===== src/rtl/bit_permute_pkg.sv =====
// Shared definitions for the bit permutation pipeline: mode encoding and
// a helper that tells whether a mode code selects a real permutation.
package bit_permute_pkg;

    localparam int MODE_W = 3;

    typedef enum logic [MODE_W-1:0] {
        PM_PASS   = 3'd0,
        PM_REV    = 3'd1,
        PM_SHR    = 3'd2,
        PM_ROTL   = 3'd3,
        PM_SWAPH  = 3'd4,
        PM_PAIRSW = 3'd5
    } perm_mode_e;

    // Codes above PM_PAIRSW are reserved and flagged as errors downstream.
    function automatic logic mode_is_legal(input logic [MODE_W-1:0] mode);
        return mode <= PM_PAIRSW;
    endfunction

endpackage


===== src/rtl/bit_permute_core.sv =====
// Purely combinational permutation network. One beat in, one permuted
// word out, plus a flag for reserved mode codes (which produce zero).
// WIDTH must be a power of two and at least 4, so every amt value is
// already a legal shift/rotate distance.
module bit_permute_core
    import bit_permute_pkg::*;
#(
    parameter  int WIDTH = 8,
    localparam int AMT_W = $clog2(WIDTH)
) (
    input  logic [WIDTH-1:0]  data,
    input  logic [MODE_W-1:0] mode,
    input  logic [AMT_W-1:0]  amt,
    output logic [WIDTH-1:0]  result,
    output logic              illegal
);

    logic [WIDTH-1:0]   rev_bits;
    logic [WIDTH-1:0]   pair_bits;
    logic [2*WIDTH-1:0] rot_wide;

    // Rotating a doubled copy left leaves the rotated word in the upper half.
    assign rot_wide = {data, data} << amt;

    // Fixed wiring patterns: full bit reversal and adjacent-pair exchange.
    always_comb begin
        rev_bits  = '0;
        pair_bits = '0;
        for (int i = 0; i < WIDTH; i++) begin
            rev_bits[i]  = data[WIDTH-1-i];
            pair_bits[i] = data[i ^ 1];
        end
    end

    // Select the permutation for this beat; reserved codes yield zero.
    always_comb begin
        result  = '0;
        illegal = !mode_is_legal(mode);
        case (mode)
            PM_PASS:   result = data;
            PM_REV:    result = rev_bits;
            PM_SHR:    result = data >> amt;
            PM_ROTL:   result = rot_wide[2*WIDTH-1:WIDTH];
            PM_SWAPH:  result = {data[WIDTH/2-1:0], data[WIDTH-1:WIDTH/2]};
            PM_PAIRSW: result = pair_bits;
            default:   result = '0;
        endcase
    end

endmodule


===== src/rtl/bit_permute_pipe.sv =====
// Two-stage valid/ready pipeline around bit_permute_core. S1 registers the
// raw beat, S2 registers the permuted word and its error bit and drives the
// output side. Stalls propagate combinationally back to in_ready (no skid
// buffer), so a full pipe still moves one beat per cycle when out_ready=1.
module bit_permute_pipe
    import bit_permute_pkg::*;
#(
    parameter  int WIDTH = 8,
    parameter  int CNT_W = 16,
    localparam int AMT_W = $clog2(WIDTH)
) (
    input  logic              clk,
    input  logic              rst,
    input  logic              in_valid,
    output logic              in_ready,
    input  logic [WIDTH-1:0]  in_data,
    input  logic [MODE_W-1:0] in_mode,
    input  logic [AMT_W-1:0]  in_amt,
    output logic              out_valid,
    input  logic              out_ready,
    output logic [WIDTH-1:0]  out_data,
    output logic              out_err,
    output logic              err_sticky,
    output logic [CNT_W-1:0]  beat_count
);

    logic              s1_valid;
    logic [WIDTH-1:0]  s1_data;
    logic [MODE_W-1:0] s1_mode;
    logic [AMT_W-1:0]  s1_amt;

    logic              s2_valid;
    logic [WIDTH-1:0]  s2_data;
    logic              s2_err;

    logic [WIDTH-1:0]  perm_result;
    logic              perm_illegal;

    logic              adv1;
    logic              adv2;
    logic              in_fire;

    // A stage may load when it is empty or its contents move on this cycle.
    assign adv2    = !s2_valid || out_ready;
    assign adv1    = !s1_valid || adv2;
    assign in_ready = adv1;
    assign in_fire = in_valid && adv1;

    assign out_valid  = s2_valid;
    assign out_data   = s2_data;
    assign out_err    = s2_err;

    bit_permute_core #(
        .WIDTH (WIDTH)
    ) u_core (
        .data    (s1_data),
        .mode    (s1_mode),
        .amt     (s1_amt),
        .result  (perm_result),
        .illegal (perm_illegal)
    );

    // S1: capture the incoming beat whenever the stage is free to advance.
    always_ff @(posedge clk) begin
        if (rst) begin
            s1_valid <= 1'b0;
            s1_data  <= '0;
            s1_mode  <= '0;
            s1_amt   <= '0;
        end else if (adv1) begin
            s1_valid <= in_valid;
            if (in_valid) begin
                s1_data <= in_data;
                s1_mode <= in_mode;
                s1_amt  <= in_amt;
            end
        end
    end

    // S2: register the permuted word; held stable while the consumer stalls.
    always_ff @(posedge clk) begin
        if (rst) begin
            s2_valid <= 1'b0;
            s2_data  <= '0;
            s2_err   <= 1'b0;
        end else if (adv2) begin
            s2_valid <= s1_valid;
            if (s1_valid) begin
                s2_data <= perm_result;
                s2_err  <= perm_illegal;
            end
        end
    end

    // Sticky error flag: set as soon as a reserved-mode beat lands in S2.
    always_ff @(posedge clk) begin
        if (rst) begin
            err_sticky <= 1'b0;
        end else if (adv2 && s1_valid && perm_illegal) begin
            err_sticky <= 1'b1;
        end
    end

    // Accepted-beat counter that stops at its maximum instead of wrapping.
    always_ff @(posedge clk) begin
        if (rst) begin
            beat_count <= '0;
        end else if (in_fire && (beat_count != {CNT_W{1'b1}})) begin
            beat_count <= beat_count + 1'b1;
        end
    end

endmodule


===== config.mk =====
export PLATFORM = sky130hd
export DESIGN_NAME = bit_permute_pipe
export DESIGN_NICKNAME = d
export VERILOG_FILES = /design/src/rtl/bit_permute_pkg.sv /design/src/rtl/bit_permute_core.sv /design/src/rtl/bit_permute_pipe.sv
export SDC_FILE = /design/constraint.sdc
export NUM_CORES = 1
export LEC_CHECK = 0
export BUFFER_PORTS_ARGS = -buffer_cell sky130_fd_sc_hd__buf_2
export CAP_MARGIN = 15
export CORE_ASPECT_RATIO = 1.4
export CORE_MARGIN = 1
export CORE_UTILIZATION = 60
export DETAILED_ROUTE_END_ITERATION = 10
export GPL_TIMING_DRIVEN = 0
export PLACE_DENSITY_LB_ADDON = 0.12
export SETUP_SLACK_MARGIN = 0.02
export SLEW_MARGIN = 5
export SYNTH_ARGS = -nofsm -noshare
export SYNTH_HDL_FRONTEND = slang
export SYNTH_SLANG_ARGS = --single-unit

===== constraint.sdc =====
create_clock -name clk -period 5.15 [get_ports clk]
set_input_delay 1.2875 -clock clk [delete_from_list [all_inputs] [get_ports clk]]
set_output_delay 1.2875 -clock clk [all_outputs]
set_load 0.005 [all_outputs]

# Word level (Yosys, flattened, before mapping)
# Cells that the tools add are included.
# word_totals
reg_bits,42
input_bits,18
out_inout_bits,28
elab_cells,32
# op_classes
add_sub_neg,1
n_lt_le_gt_ge,1
n_eq_ne,6
n_shift,2
mux,1
n_reduce_logical,12
# op_table
op,n
8-bit one-hot mux with 6 select lines,1
"16-bit by 1-bit adder with 16-bit output, second input constant",1
"16-bit != test, second input constant",1
16-bit by 3-bit << shifter with 16-bit output,1
8-bit by 3-bit right shift with 8-bit output,1
"3-bit by 2-bit == test with 1-bit output, second input constant",2
"3-bit == test, second input constant",2
1-bit logical AND,4
2-bit AND reduction,2
"3-bit by 1-bit == test with 1-bit output, second input constant",1
"3-bit less-or-equal comparator, second input constant",1
1-bit logical NOT,3
3-bit logical NOT,1
1-bit logical OR,2

# Longest topological paths before layout
# logic_depth
depth_word,5
depth_mapped,6
ltp_nobuf,5

# By module
# From an unflattened synthesis, not the netlist that was laid out.
# unflattened
hier_cells,286
hier_area_um2,2648.8
# modules_own_cells
module,n_inst,cells_per_inst,area_per_inst_um2,seq_area_each_um2
bit_permute_pipe,1,213,1740.4,840.8
bit_permute_core,1,73,908.4,0.0

# Least setup slack after synthesis
# OpenSTA, ideal clock, no wires.
# synth_timing
path_kind,input to output
from,input out_ready
to,output in_ready
arrival_ns,1.573
required_ns,3.863
slack_ns,2.289
stages,1
path_buffers,0
path_cell_list,nand3b_2
# synth_via
elab_chain_cells,2
# synth_rtl
element,line_no,rtl
start: declaration,bit_permute_pipe.sv:20,"input logic out_ready,"
1-bit logical OR,bit_permute_pipe.sv:44,assign adv2 = !s2_valid || out_ready;
1-bit logical OR,bit_permute_pipe.sv:45,assign adv1 = !s1_valid || adv2;
end: declaration,bit_permute_pipe.sv:15,"output logic in_ready,"
# Every way passes these cells.

# Worst setup path in the final report
# Same ends and word-level chain as after synthesis.

==> impl_metrics.toml <==
[logic_synthesis]
synth_warnings = 0
syn_inst = 302
yosysUniqueCellTypes = 48
postSynth.asyncResetShare = 0
synth.area.mux_share = 0.221
synth_top_family_by_area = "simple AND/OR/NAND/NOR gates"
yosys.area_share.simple = 0.233
synth-xor-area-share = 0
synth_fp_nets = 321
synth_area_um2 = 2690
syn_avg_cell_area_um2 = 8.91
ys_ff_latch = 42
synth-compound-area-share = 0.174
yosys.area_share.adder = 0.00465
synth_seq_area_share = 0.312
ys.flop_type = "dfxtp_1"
synth-edff-count = 0

[critical_path]
crit_required_ns = 3.86
startpoint = "out_ready"
cp.arrival_ns = 1.92
crit_type = "in2out"
crit_path_start_kind = "primary input"
end_kind = "output pin"
cp_slowest_cell = "nand3b_2"
crit_chain = "buf_2 -> nand3b_2 -> buf_2"
crit_fanout = 9
crit_top_cell = "buf_2"
rr_startpoint = "s1_mode[0]$_SDFFE_PP0P_"
cpPeakStageDelay_ns = 0.33

[min_path]
hp-start = "err_sticky$_SDFFE_PP0P_"
hold_class = "reg2reg"

[layout]
area_delta_synth_final_pct = 14.7
nNetsFinal = 373
nFillCells = 357
num_antenna_cells = 0
drive_above_1_share = 0.268

[clocking]
cts.clk_slew.worst_paths_ns = 0.09
cts_resized = 0
cts_setup_buffers = 0
cts_hold_buf = 0
cts_tree = "built"
root_buffer = "clkbuf_8"
numClockSinks = 42
cts_buffers = 5
clock_latency_ns = 0.30
max-clock-path-buffers = 2
h-tree-depth = 2

[pwr]
internal-power_uw = 497
clkPwrFrac = 0.331
p_seq_frac = 0.497
pwr-share-comb = 0.172
p_leak_nw = 1.18
p_sw_frac = 0.287
powerDensity_nw_per_um2 = 226
p_switching_uw = 200
ir_worst_vdd_v = 0.000167

[detailed_routing]
drtPass1Iterations = 5
routedWlPerCell_um = 16.7
num_vias = 2637
drc_errors = 0
ant_nets = 0
viasPerCell = 6.35
drt_iter0_markers = 139
wirelength_mm = 6.92

[sta]
max_slew_margin = 0.541
hold_viol = 0
setup-violations-final = 0
fmax_mhz = 312
post-route-period-util = 0.623
fin_crit_ns = 3.21
hold_ws_ns = 0.451
fin_setup_tns_ns = 0
worstMarginPinSlew_ns = 0.679
fin_skew_ns = 0.0113
slew_viol_final = 0
rsz0062_at_grt = "false"

[floorplanning]
ioPinCount = 46
die_area_um2 = 4760
start_util = 0.630
num_rows = 28
fp.coreArea_um2 = 4270
die_h_um = 81.2
die_w_um = 58.6

[global_routing]
grt_pass1_vias = 2394
antenna_found_initial = 0
grt_pass1_wl_mm = 11.1
grt_util_all_layers = 0.308
grt_max_degree = 14
grt_overflow_total = 0

[placed_design]
hpwl_mm = 5.16
io_buffers = 44
routabilityCongestion = 0.902

[run]
maxCapViolCount = 0

[run_status]
status = "finished clean"
## state kept, by name (all words and copies together) (netlist names)
name        count
beat_count     16
err_sticky      1
out_data        8
out_err         1
out_valid       1
s1_amt          3
s1_data         8
s1_mode         3
s1_valid        1
## metal layers
layer | vias up | GRT usage | wire, um
met4 | 0 | 0.138 | 182
met1 | 1232 | 0.339 | 2630
met5 | - | 0 | 0
met2 | 136 | 0.569 | 3650
li1 | 1245 | - | -
met3 | 24 | 0.0494 | 454
## worst paths after layout
| path | slack (ns) | cells after the start | endpoint |
|---|---|---|---|
| hold / removal | 0.45 | 2 | err_sticky$_SDFFE_PP0P_ |
| setup reg to reg | 3.16 | 6 | out_data[1]$_SDFFE_PP0P_ |
| hold reg to reg | 0.45 | 2 | err_sticky$_SDFFE_PP0P_ |
| setup / recovery | 1.94 | 3 | in_ready |
## layout by cell type (no fill, tap or decap), types with 8 or more instances in the layout
cell type | netlist | routed
a21oi_1 | 33 | 33
mux2_2 | 10 | 10
nand2_1 | 46 | 46
nor2_1 | 9 | 9
inv_1 | 9 | 9
mux4_2 | 17 | 17
buf_2 | 6 | 50
nor2b_1 | 8 | 8
nand3_1 | 9 | 9
mux2i_1 | 10 | 10
dfxtp_1 | 42 | 42
clkbuf_1 | 15 | 15
o21ai_0 | 11 | 11
## critical path: cells and delay by family
kind          cells  cell delay, ns
buf+inv           2            0.30
simple gates      1            0.33
## kinds of logic after synthesis
group	count (synthesis)
simple gates	112
mux	37
compound gates	76
fa+ha+maj	1
buf+inv	34
flops	42
## power by group through the flow
| stage | logic (mW) | clock network [mW] | registers (mW) |
|---|---|---|---|
| 6_report | 0.120 | 0.231 | 0.347 |
| 5_1_grt | 0.131 | 0.245 | 0.348 |
| 4_1_cts | 0.118 | 0.234 | 0.346 |
| 3_5_place_dp | 0.117 | 0 | 0.354 |
| 3_3_place_gp | 0.114 | 0 | 0.353 |
| 2_1_floorplan | 0.0861 | 0 | 0.351 |
## cell usage after synthesis (all sizes together), types with 6 or more instances
cell type / instances / area, um^2
clkbuf: 15 / 56.3
inv: 9 / 33.8
o21ai: 11 / 55.1
a21oi: 33 / 165
dfxtp: 42 / 841
mux2i: 10 / 100
mux4: 17 / 383
nand4: 7 / 73.8
a31oi: 6 / 37.5
nand3: 9 / 45.0
mux2: 10 / 113
nor2b: 8 / 50.1
nand2: 46 / 173
nor2: 9 / 33.8
buf: 9 / 48.8
## layout make-up
cell class | count | area (um^2) | area share
Multi-Input combinational cell | 226 | 1700 | 0.552
Sequential cell | 42 | 841 | 0.272
Timing Repair Buffer | 45 | 225 | 0.0730
Buffer | 25 | 114 | 0.0369
Clock buffer | 6 | 82.6 | 0.0268
Tap cell | 60 | 75.1 | 0.0243
Inverter | 9 | 33.8 | 0.0109
Clock inverter | 2 | 12.5 | 0.00405
## through the flow
stage	instance area [um^2]	utilization	power (mW)	std cells	setup WS [ns]
after CTS	3080	0.721	0.699	414	1.95
after global placement	2990	0.699	0.468	406	1.96
after floorplan	2690	-	0.437	302	2.29
final	3090	0.722	0.697	415	1.94
after detailed placement	2990	0.699	0.471	406	1.95
after global routing	3090	0.722	0.724	415	1.91
No activity file was read; power rests on OpenSTA's default activity.
